### src/rtl/isa_pkg.sv
// rtl/isa_pkg.sv - ISA opcode, register, math, function, class and literal-state types
package isa_pkg;

  localparam int ISA_IW  = 9;
  localparam int ISA_OPW = 5;

  typedef enum logic [4:0] {
    OP_LITL = 5'd0,  OP_LITH,  OP_MOVC,  OP_MOVD,  OP_MOVE,  OP_MOVF,  OP_MOVG,  OP_MOVH,
    OP_MOVI,         OP_MOVJ,  OP_MOVK,  OP_MOVL,  OP_MOVM,  OP_MOVN,  OP_MOVO,  OP_MOVP,
    OP_LOAD,         OP_STORE, OP_INC,   OP_DEC,   OP_JMP,   OP_JAL,   OP_BZ,    OP_BNZ,
    OP_ZZZZ,         OP_SETH,  OP_MATH,  OP_MATHI, OP_SHL,   OP_SHR,   OP_FLIP,  OP_FUNC
  } op_e;

  typedef enum logic [3:0] {
    R_A, R_B, R_C, R_D, R_E, R_F, R_G, R_H, R_I, R_J, R_K, R_L, R_M, R_N, R_O, R_P
  } reg_e;

  typedef enum logic [3:0] {
    M_ADD, M_SUB, M_AND, M_OR, M_XOR, M_NOT, M_NEG, M_CMP
  } math_e;

  typedef enum logic [3:0] {
    F_HALT, F_IN, F_OUT, F_NOP
  } func_e;

  typedef enum logic [3:0] {
    C_MOV, C_MEM, C_STEP, C_JUMP, C_BRANCH, C_NOP, C_SETH, C_MATH, C_SHIFT, C_FLIP, C_FUNC
  } op_class_e;

  typedef enum logic [1:0] {
    L_IDLE, L_LO, L_FULL
  } lit_state_e;

endpackage

### src/rtl/decode_skid_buf.sv
// rtl/decode_skid_buf.sv - 2-entry valid/ready skid buffer of parametrised width
module decode_skid_buf #(
  parameter int W = 8
) (
  input  logic         i_clk,
  input  logic         i_rst_n,
  input  logic [W-1:0] i_s_tdata,
  input  logic         i_s_tvalid,
  output logic         o_s_tready,
  output logic [W-1:0] o_m_tdata,
  output logic         o_m_tvalid,
  input  logic         i_m_tready
);

  logic [W-1:0] r_mem [2];
  logic         r_rd_ptr;
  logic         r_wr_ptr;
  logic [1:0]   r_count;
  logic         w_push;
  logic         w_pop;

  assign o_s_tready = (r_count != 2'd2);
  assign o_m_tvalid = (r_count != 2'd0);
  assign o_m_tdata  = r_mem[r_rd_ptr];
  assign w_push     = i_s_tvalid & o_s_tready;
  assign w_pop      = o_m_tvalid & i_m_tready;

  always_ff @(posedge i_clk) begin
    if (!i_rst_n) begin
      r_mem[0] <= '0;
      r_mem[1] <= '0;
      r_rd_ptr <= 1'b0;
      r_wr_ptr <= 1'b0;
      r_count  <= 2'd0;
    end else begin
      if (w_push) begin
        r_mem[r_wr_ptr] <= i_s_tdata;
        r_wr_ptr        <= ~r_wr_ptr;
      end
      if (w_pop) r_rd_ptr <= ~r_rd_ptr;
      case ({w_push, w_pop})
        2'b10:   r_count <= r_count + 2'd1;
        2'b01:   r_count <= r_count - 2'd1;
        default: r_count <= r_count;
      endcase
    end
  end

endmodule

### src/rtl/instr_decode_stage.sv
// rtl/instr_decode_stage.sv - decode stage: classifier, literal FSM, skid-buffered issue
// Optional DECODE_ILLEGAL_TRAP_EN: drop zzzz and raise sticky out_illegal.
module instr_decode_stage
  import isa_pkg::*;
#(
  parameter int IW   = ISA_IW,
  parameter int OPW  = ISA_OPW,
  parameter int FW   = IW - OPW,
  parameter int LITW = 2 * FW
) (
  input  logic            clk,
  input  logic            rst_n,
  input  logic            in_valid,
  output logic            in_ready,
  input  logic [IW-1:0]   in_instr,
  output logic            out_valid,
  input  logic            out_ready,
  output logic [OPW-1:0]  out_op,
  output logic [3:0]      out_class,
  output logic [3:0]      out_dst,
  output logic [FW-1:0]   out_fld,
  output logic [LITW-1:0] out_lit,
  output logic            out_lit_valid,
  output logic            out_illegal
);

  localparam int EW = OPW + 4 + 4 + FW + LITW + 1;

  logic [OPW-1:0]  w_op;
  logic [FW-1:0]   w_fld;
  op_class_e       w_class;
  logic [3:0]      w_dst;
  logic            w_buf_ready;
  logic            w_accept;
  logic            w_enq;
  lit_state_e      r_lit_state;
  lit_state_e      w_lit_next;
  logic [LITW-1:0] r_acc;
  logic [LITW-1:0] w_acc_next;
  logic [EW-1:0]   w_enq_data;
  logic [EW-1:0]   w_deq_data;
`ifdef DECODE_ILLEGAL_TRAP_EN
  logic            w_trap;
  logic            r_illegal;
`endif

  assign w_op     = in_instr[IW-1 -: OPW];
  assign w_fld    = in_instr[FW-1:0];
  assign in_ready = rst_n & w_buf_ready;
  assign w_accept = in_valid & in_ready;

  // Upper opcode half is grouped in pairs; only 24/25 and 30/31 split by the LSB.
  always_comb begin
    w_class = C_MOV;
    w_dst   = '0;
    if (!w_op[OPW-1]) begin
      w_dst = w_op[3:0];
    end else begin
      case (w_op[3:1])
        3'd0:    w_class = C_MEM;
        3'd1:    w_class = C_STEP;
        3'd2:    w_class = C_JUMP;
        3'd3:    w_class = C_BRANCH;
        3'd4:    w_class = w_op[0] ? C_SETH : C_NOP;
        3'd5:    w_class = C_MATH;
        3'd6:    w_class = C_SHIFT;
        default: w_class = w_op[0] ? C_FUNC : C_FLIP;
      endcase
    end
  end

  always_ff @(posedge clk) begin
    if (!rst_n) begin
      r_lit_state <= L_IDLE;
      r_acc       <= '0;
    end else begin
      r_lit_state <= w_lit_next;
      r_acc       <= w_acc_next;
    end
  end

  always_comb begin
    w_lit_next = r_lit_state;
    w_acc_next = r_acc;
    w_enq      = 1'b0;
`ifdef DECODE_ILLEGAL_TRAP_EN
    w_trap     = 1'b0;
`endif
    if (w_accept) begin
      if (w_op == OP_LITL) begin
        w_acc_next = {{(LITW-FW){1'b0}}, w_fld};
        w_lit_next = L_LO;
      end else if (w_op == OP_LITH) begin
        w_acc_next[LITW-1:FW] = w_fld;
        w_lit_next            = L_FULL;
      end else begin
`ifdef DECODE_ILLEGAL_TRAP_EN
        if (w_op == OP_ZZZZ) begin
          w_trap = 1'b1;
        end else begin
          w_enq      = 1'b1;
          w_lit_next = L_IDLE;
        end
`else
        w_enq      = 1'b1;
        w_lit_next = L_IDLE;
`endif
      end
    end
  end

  // The snapshot is the accumulator before this cycle's update.
  assign w_enq_data = {w_op, w_class, w_dst, w_fld, r_acc, (r_lit_state != L_IDLE)};

  decode_skid_buf #(.W(EW)) u_skid (
    .i_clk      (clk),
    .i_rst_n    (rst_n),
    .i_s_tdata  (w_enq_data),
    .i_s_tvalid (w_enq),
    .o_s_tready (w_buf_ready),
    .o_m_tdata  (w_deq_data),
    .o_m_tvalid (out_valid),
    .i_m_tready (out_ready)
  );

  assign {out_op, out_class, out_dst, out_fld, out_lit, out_lit_valid} = w_deq_data;

`ifdef DECODE_ILLEGAL_TRAP_EN
  always_ff @(posedge clk) begin
    if (!rst_n)      r_illegal <= 1'b0;
    else if (w_trap) r_illegal <= 1'b1;
  end
  assign out_illegal = r_illegal;
`else
  assign out_illegal = 1'b0;
`endif

endmodule

### config.mk
export PLATFORM = sky130hd
export DESIGN_NAME = instr_decode_stage
export DESIGN_NICKNAME = d
export VERILOG_FILES = /design/src/rtl/isa_pkg.sv /design/src/rtl/decode_skid_buf.sv /design/src/rtl/instr_decode_stage.sv
export SDC_FILE = /design/constraint.sdc
export NUM_CORES = 1
export LEC_CHECK = 0
export ABC_AREA = 1
export BUFFER_PORTS_ARGS = -buffer_cell sky130_fd_sc_hd__buf_2
export CELL_PAD_IN_SITES_DETAIL_PLACEMENT = 1
export CELL_PAD_IN_SITES_GLOBAL_PLACEMENT = 1
export CORE_MARGIN = 1.5
export CORE_UTILIZATION = 40
export CTS_BUF_LIST = sky130_fd_sc_hd__clkbuf_8
export CTS_CLUSTER_DIAMETER = 50
export CTS_CLUSTER_SIZE = 30
export DETAILED_ROUTE_END_ITERATION = 7
export GPL_ROUTABILITY_DRIVEN = 0
export GPL_TIMING_DRIVEN = 0
export PLACE_DENSITY_LB_ADDON = 0.3
export RECOVER_POWER = 25
export SYNTH_ARGS = -nofsm -noshare
export SYNTH_HDL_FRONTEND = slang
export SYNTH_SLANG_ARGS = --single-unit
### constraint.sdc
create_clock -name clk -period 3.15 [get_ports clk]
set_clock_uncertainty 0.2 [all_clocks]
set_input_delay 0.1575 -clock clk [delete_from_list [all_inputs] [get_ports clk]]
set_output_delay 0.1575 -clock clk [all_outputs]
set_load 0.005 [all_outputs]
# Yosys cells after proc, flatten, opt, wreduce, memory -nomap -nowiden
# Memory sizes are Yosys's and may differ from the RTL's. A register that Yosys moved wholly into a read port is not among the register bits.
# Index checks and enable logic that the tools add are counted.
[op_classes] n_addsub=2 n_eq_ne=10 muxes=22 bitwise_logic=6 n_reduce_logical=9
[ops] cell="$pmux W4 S7" n=1
[ops] cell="$mux W26" n=1
[ops] cell="$reduce_or A26 Y1" n=1
[ops] cell="$mux W4" n=4
[ops] cell="$mux W1" n=11
[ops] cell="$eq A3 B3 Y1 const B" n=3
[ops] cell="$mux W2" n=4
[ops] cell="$reduce_bool A2 Y1" n=4
[ops] cell="$eq A3 B2 Y1 const B" n=2
[ops] cell="$eq A5 B1 Y1 const B" n=1
[ops] cell="$logic_not A5 Y1" n=1
[ops] cell="$and A1 B1 Y1" n=4
[ops] cell="$pmux W2 S2" n=1
[ops] cell="$reduce_and A2 Y1" n=2
[ops] cell="$eq A3 B1 Y1 const B" n=1
[ops] cell="$logic_not A3 Y1" n=1
[ops] cell="$add A2 B1 Y2 const B" n=1
[ops] cell="$eq A2 B1 Y1 const B" n=1
[ops] cell="$eq A2 B2 Y1 const B" n=1
[ops] cell="$ne A2 B2 Y1 const B" n=1
[ops] cell="$not A1 Y1" n=2
[ops] cell="$sub A2 B1 Y2 const B" n=1
[totals] ff_bits=14 ramBits=52 input_bits=13 out_inout_bits=29 elab_cells=56 memories=1
[memory_table] memory="u_skid.r_mem" depth=2 word_bits=26 rd=1 rd_clocked_by_memory_dff=1 write_ports=2 line="decode_skid_buf.sv:15" rtl="logic [W-1:0] r_mem [2];"

# Logic depth before layout (Yosys ltp)
[logic_depth] word_depth=10 depth_mapped=11 mapped_depth_nobuf=11

# Modules after synthesis
# Synthesis repeated with hierarchy kept, for this count alone.
[unflattened] cells_unflattened=289 area_unflattened_um2=3098.0
[by_module_without_submodules] module="decode_skid_buf" instances=1 cells_per_inst=202 area_per_inst_um2=2503.7 seq_area_each_um2=1661.6
[by_module_without_submodules] module="instr_decode_stage" instances=1 cells_per_inst=87 area_per_inst_um2=594.3 seq_area_each_um2=200.2

# Least setup slack after synthesis
# No wires, ideal clock.
[synth_path] path_type="flip-flop to flip-flop" start="register u_skid.r_count[0]" end="memory u_skid.r_mem[0][0] in the netlist's numbering (enable)" arrival_ns=1.619 t_required_ns=2.567 path_slack_ns=0.948 path_stages_with_launch=8 n_path_buf=1 period_less_slack_ns=2.202 path_cell_list="dfxtp_1 inv_2 nand2_2 nand3_4 a21oi_2 nand2_2 buf_6 nand2_1"
[synth_lines] item="from (decl)" line="decode_skid_buf.sv:18" rtl="logic [1:0] r_count;"
[synth_lines] item="from (signal assigned)" line="decode_skid_buf.sv:42" rtl="2'b10: r_count <= r_count + 2'd1;"
[synth_lines] item="from (signal assigned)" line="decode_skid_buf.sv:43" rtl="2'b01: r_count <= r_count - 2'd1;"
[synth_lines] item="from (signal assigned)" line="decode_skid_buf.sv:44" rtl="default: r_count <= r_count;"
[synth_lines] item="to (decl)" line="decode_skid_buf.sv:15"

==> metrics.txt <==
P_sw=508 uW; # rows=31; hold depth=3; area fraction of the dominant cell type after synthesis=0.528; clk sink count=67; final worst setup slack=0.339 ns; Post-DRT Antenna Nets=0; fillers=824; PD cells=601 nW/um^2; Switching Fraction=0.235; syn avg cell area=11.2 sq um; total wire length=6400 um; sequential share of power=0.476; GR Util met3=0.0434; Net Count, Synth=278; Hold EP=u_skid.r_mem[0][21]$_SDFFCE_PN0P_; CP required=2.91 ns; final std cells w/o fill=428; synthesized area=2960 sq um; worst slack, placed=0.333 ns; min-delay src=in_instr[4]; Layout Utilization=0.498; first-pass GRT wire length=10,300 um; met1 usage=0.217; Via-to-Cell Ratio=4.71; Syn. warnings=0; CTS Buf Count=9; status=finished clean; max-cap violation count=0; leakage power=1.45 nW; Internal=1.65 mW; crit share post-route=0.893; Starting DRT DRC Count=81; worst r2r src=u_skid.r_count[0]$_SDFFE_PN0P_; crit path DAT=2.58 ns; top cells by area, synth=edfxtp_1 (53%), dfxtp_1 (10%), mux2_2 (9.9%); RSZ-0062 raised after global routing=no; fin area=3590 sq um; Pwr Total=2.16 mW; Fin Setup TNS=0 ns; Reg2Reg Setup Slack=0.34 ns; die height=89.0 um; Nets=338; Worst setup SP type=register; post_cts resized=0; H-Tree Depth=3; total track usage=0.180; VDD IR max=339 uV; CP max FO=26; Core ar.=7210 sq um; number of diodes=0; clock-pin slew on the worst setup and hold paths=0.07 ns; worst min-delay path category=in2reg; pins over their slew limit=0; min Tclk post-route=2.81 ns; vias=2,014; FF+latch count, synth=67; Gate Count Post-Synth=264; post-DP HPWL=4280 um; Ports=42; r2r worst-path depth=7; Area after DPL=3280 sq um; post-CTS setup buffer count=0; Synth cell types=25; CTS tree=built; Slew HR=0.172; die area=7920 sq um; endpoints failing hold=0; Worst-Skew Late Latency=0.35 ns; wire length per cell=14.9 um; Fmax=356 MHz; RR Endpoint=u_skid.r_mem[0][7]$_SDFFCE_PN0P_; Worst Tran Pin Value=1.24 ns; Starting Density=0.410; initial antenna violation count=0; grt total ovfl=0; Clock Tree Root=clkbuf_8; Seq/Total Area, Yosys=0.629; fraction of layout cells with a size suffix above 1=0.313; port buffer count=40; largest net degree at the start of global routing=28; placed cells=403; P&R area growth vs syn=21.3%; final setup vio count=0; CP endpoint kind=register; combinational share of power=0.131; GR peak layer=met2; vias in the first global route=2,073; DR pass1 iterations=4; Worst Hold Slack=0.0233 ns; die width=89.0 um; met2 usage=0.307; number of remaining DRC errors=0; CTS hold repair buffers=9; clock tree buffer depth=2; critical path type=reg2reg; clock share of power=0.393; Synth area leader=edfxtp_1
sequential cells by signal, summed over array words and instances (netlist names), named ones only:
register and cells:
u_skid.r_rd_ptr 1, u_skid.r_count 2, u_skid.r_wr_ptr 1, r_lit_state 2
u_skid.r_mem 52, r_acc 8
worst max-delay path, stage by stage, from the launching register on:
cell	delay (ns)
dfxtp_1	0.37
inv_1	0.11
nand2_2	0.10
nand3_4	0.14
a21oi_2	0.23
nand2_2	0.17
buf_6	0.20
nand2_1	0.91
cells in the mapped netlist:
library cell / number
o21ai_0: 3
buf_2: 5
mux2_2: 26
a31oi_1: 1
conb_1: 1
nand3_1: 5
o21bai_1: 4
nand2_2: 2
nor2_1: 53
buf_4: 1
inv_2: 1
dfxtp_1: 15
o21a_1: 1
nor2_2: 20
inv_1: 25
clkbuf_1: 1
a21oi_2: 1
nand2_1: 30
nand3_2: 1
a21oi_1: 11
ha_1: 1
edfxtp_1: 52
nand3b_1: 1
nand3_4: 1
buf_6: 2
layout make-up:
type | instances | area (sq um) | area share
timing repair buffer | 49 | 285 | 0.0795
buffer | 9 | 55.1 | 0.0153
tap | 99 | 124 | 0.0345
clock buffer | 9 | 124 | 0.0345
clock inverter | 7 | 109 | 0.0303
sequential | 67 | 1860 | 0.519
inverter | 26 | 97.6 | 0.0272
multi-input combinational | 162 | 933 | 0.260
metal layers:
metal / vias to the layer above / share of wire
li1: 995 / -
met4: 0 / 0.019
met1: 979 / 0.44
met3: 12 / 0.032
met5: - / 0
met2: 28 / 0.51
cells in the final DEF (no fill, tap or decap), drive strengths merged:
cell type,count
nand2,32
a31oi,1
inv,28
a21oi,12
clkbuf,17
buf,41
dlygate4sd3,9
o21bai,4
edfxtp,52
nor2,73
nand3,7
clkinv,1
bufinv,3
o21ai,3
ha,1
mux2,26
clkinvlp,1
dfxtp,15
o21a,1
nand3b,1
conb,1
power by group through the flow:
stage	clock [mW]	combinational, mW	sequential (mW)
after floorplan	0	0.178	1.04
after global placement	0	0.279	1.04
after detailed placement	0	0.284	1.05
after CTS	0.861	0.292	1.03
after global routing	0.888	0.313	1.03
final	0.848	0.283	1.03
worst max path at each step:
stage / from / end / slack (ns) / cells after the start
floorplan: u_skid.r_count[0]$_SDFFE_PN0P_ / u_skid.r_mem[0][0]$_SDFFCE_PN0P_ / 0.95 / 7
global placement: u_skid.r_count[0]$_SDFFE_PN0P_ / u_skid.r_mem[0][11]$_SDFFCE_PN0P_ / 0.38 / 7
detailed placement: u_skid.r_count[0]$_SDFFE_PN0P_ / u_skid.r_mem[0][9]$_SDFFCE_PN0P_ / 0.33 / 7
CTS: u_skid.r_count[0]$_SDFFE_PN0P_ / u_skid.r_mem[0][15]$_SDFFCE_PN0P_ / 0.28 / 7
global route: u_skid.r_count[0]$_SDFFE_PN0P_ / u_skid.r_mem[0][12]$_SDFFCE_PN0P_ / 0.08 / 7
finish: u_skid.r_count[0]$_SDFFE_PN0P_ / u_skid.r_mem[0][7]$_SDFFCE_PN0P_ / 0.34 / 7
cells by family (layout without fill, tap and decap cells):
logic type / after synthesis / in the layout / synth area share
buffers and inverters: 35 / 100 / 0.0529
other: 1 / 1 / 0.00127
AOI/OAI and AO/OA: 21 / 21 / 0.0414
adders and majority gates: 1 / 1 / 0.00423
DFF: 67 / 67 / 0.629
muxes: 26 / 26 / 0.0989
and+or+nand+nor: 113 / 113 / 0.172
Power figures use the tool's default switching activity.
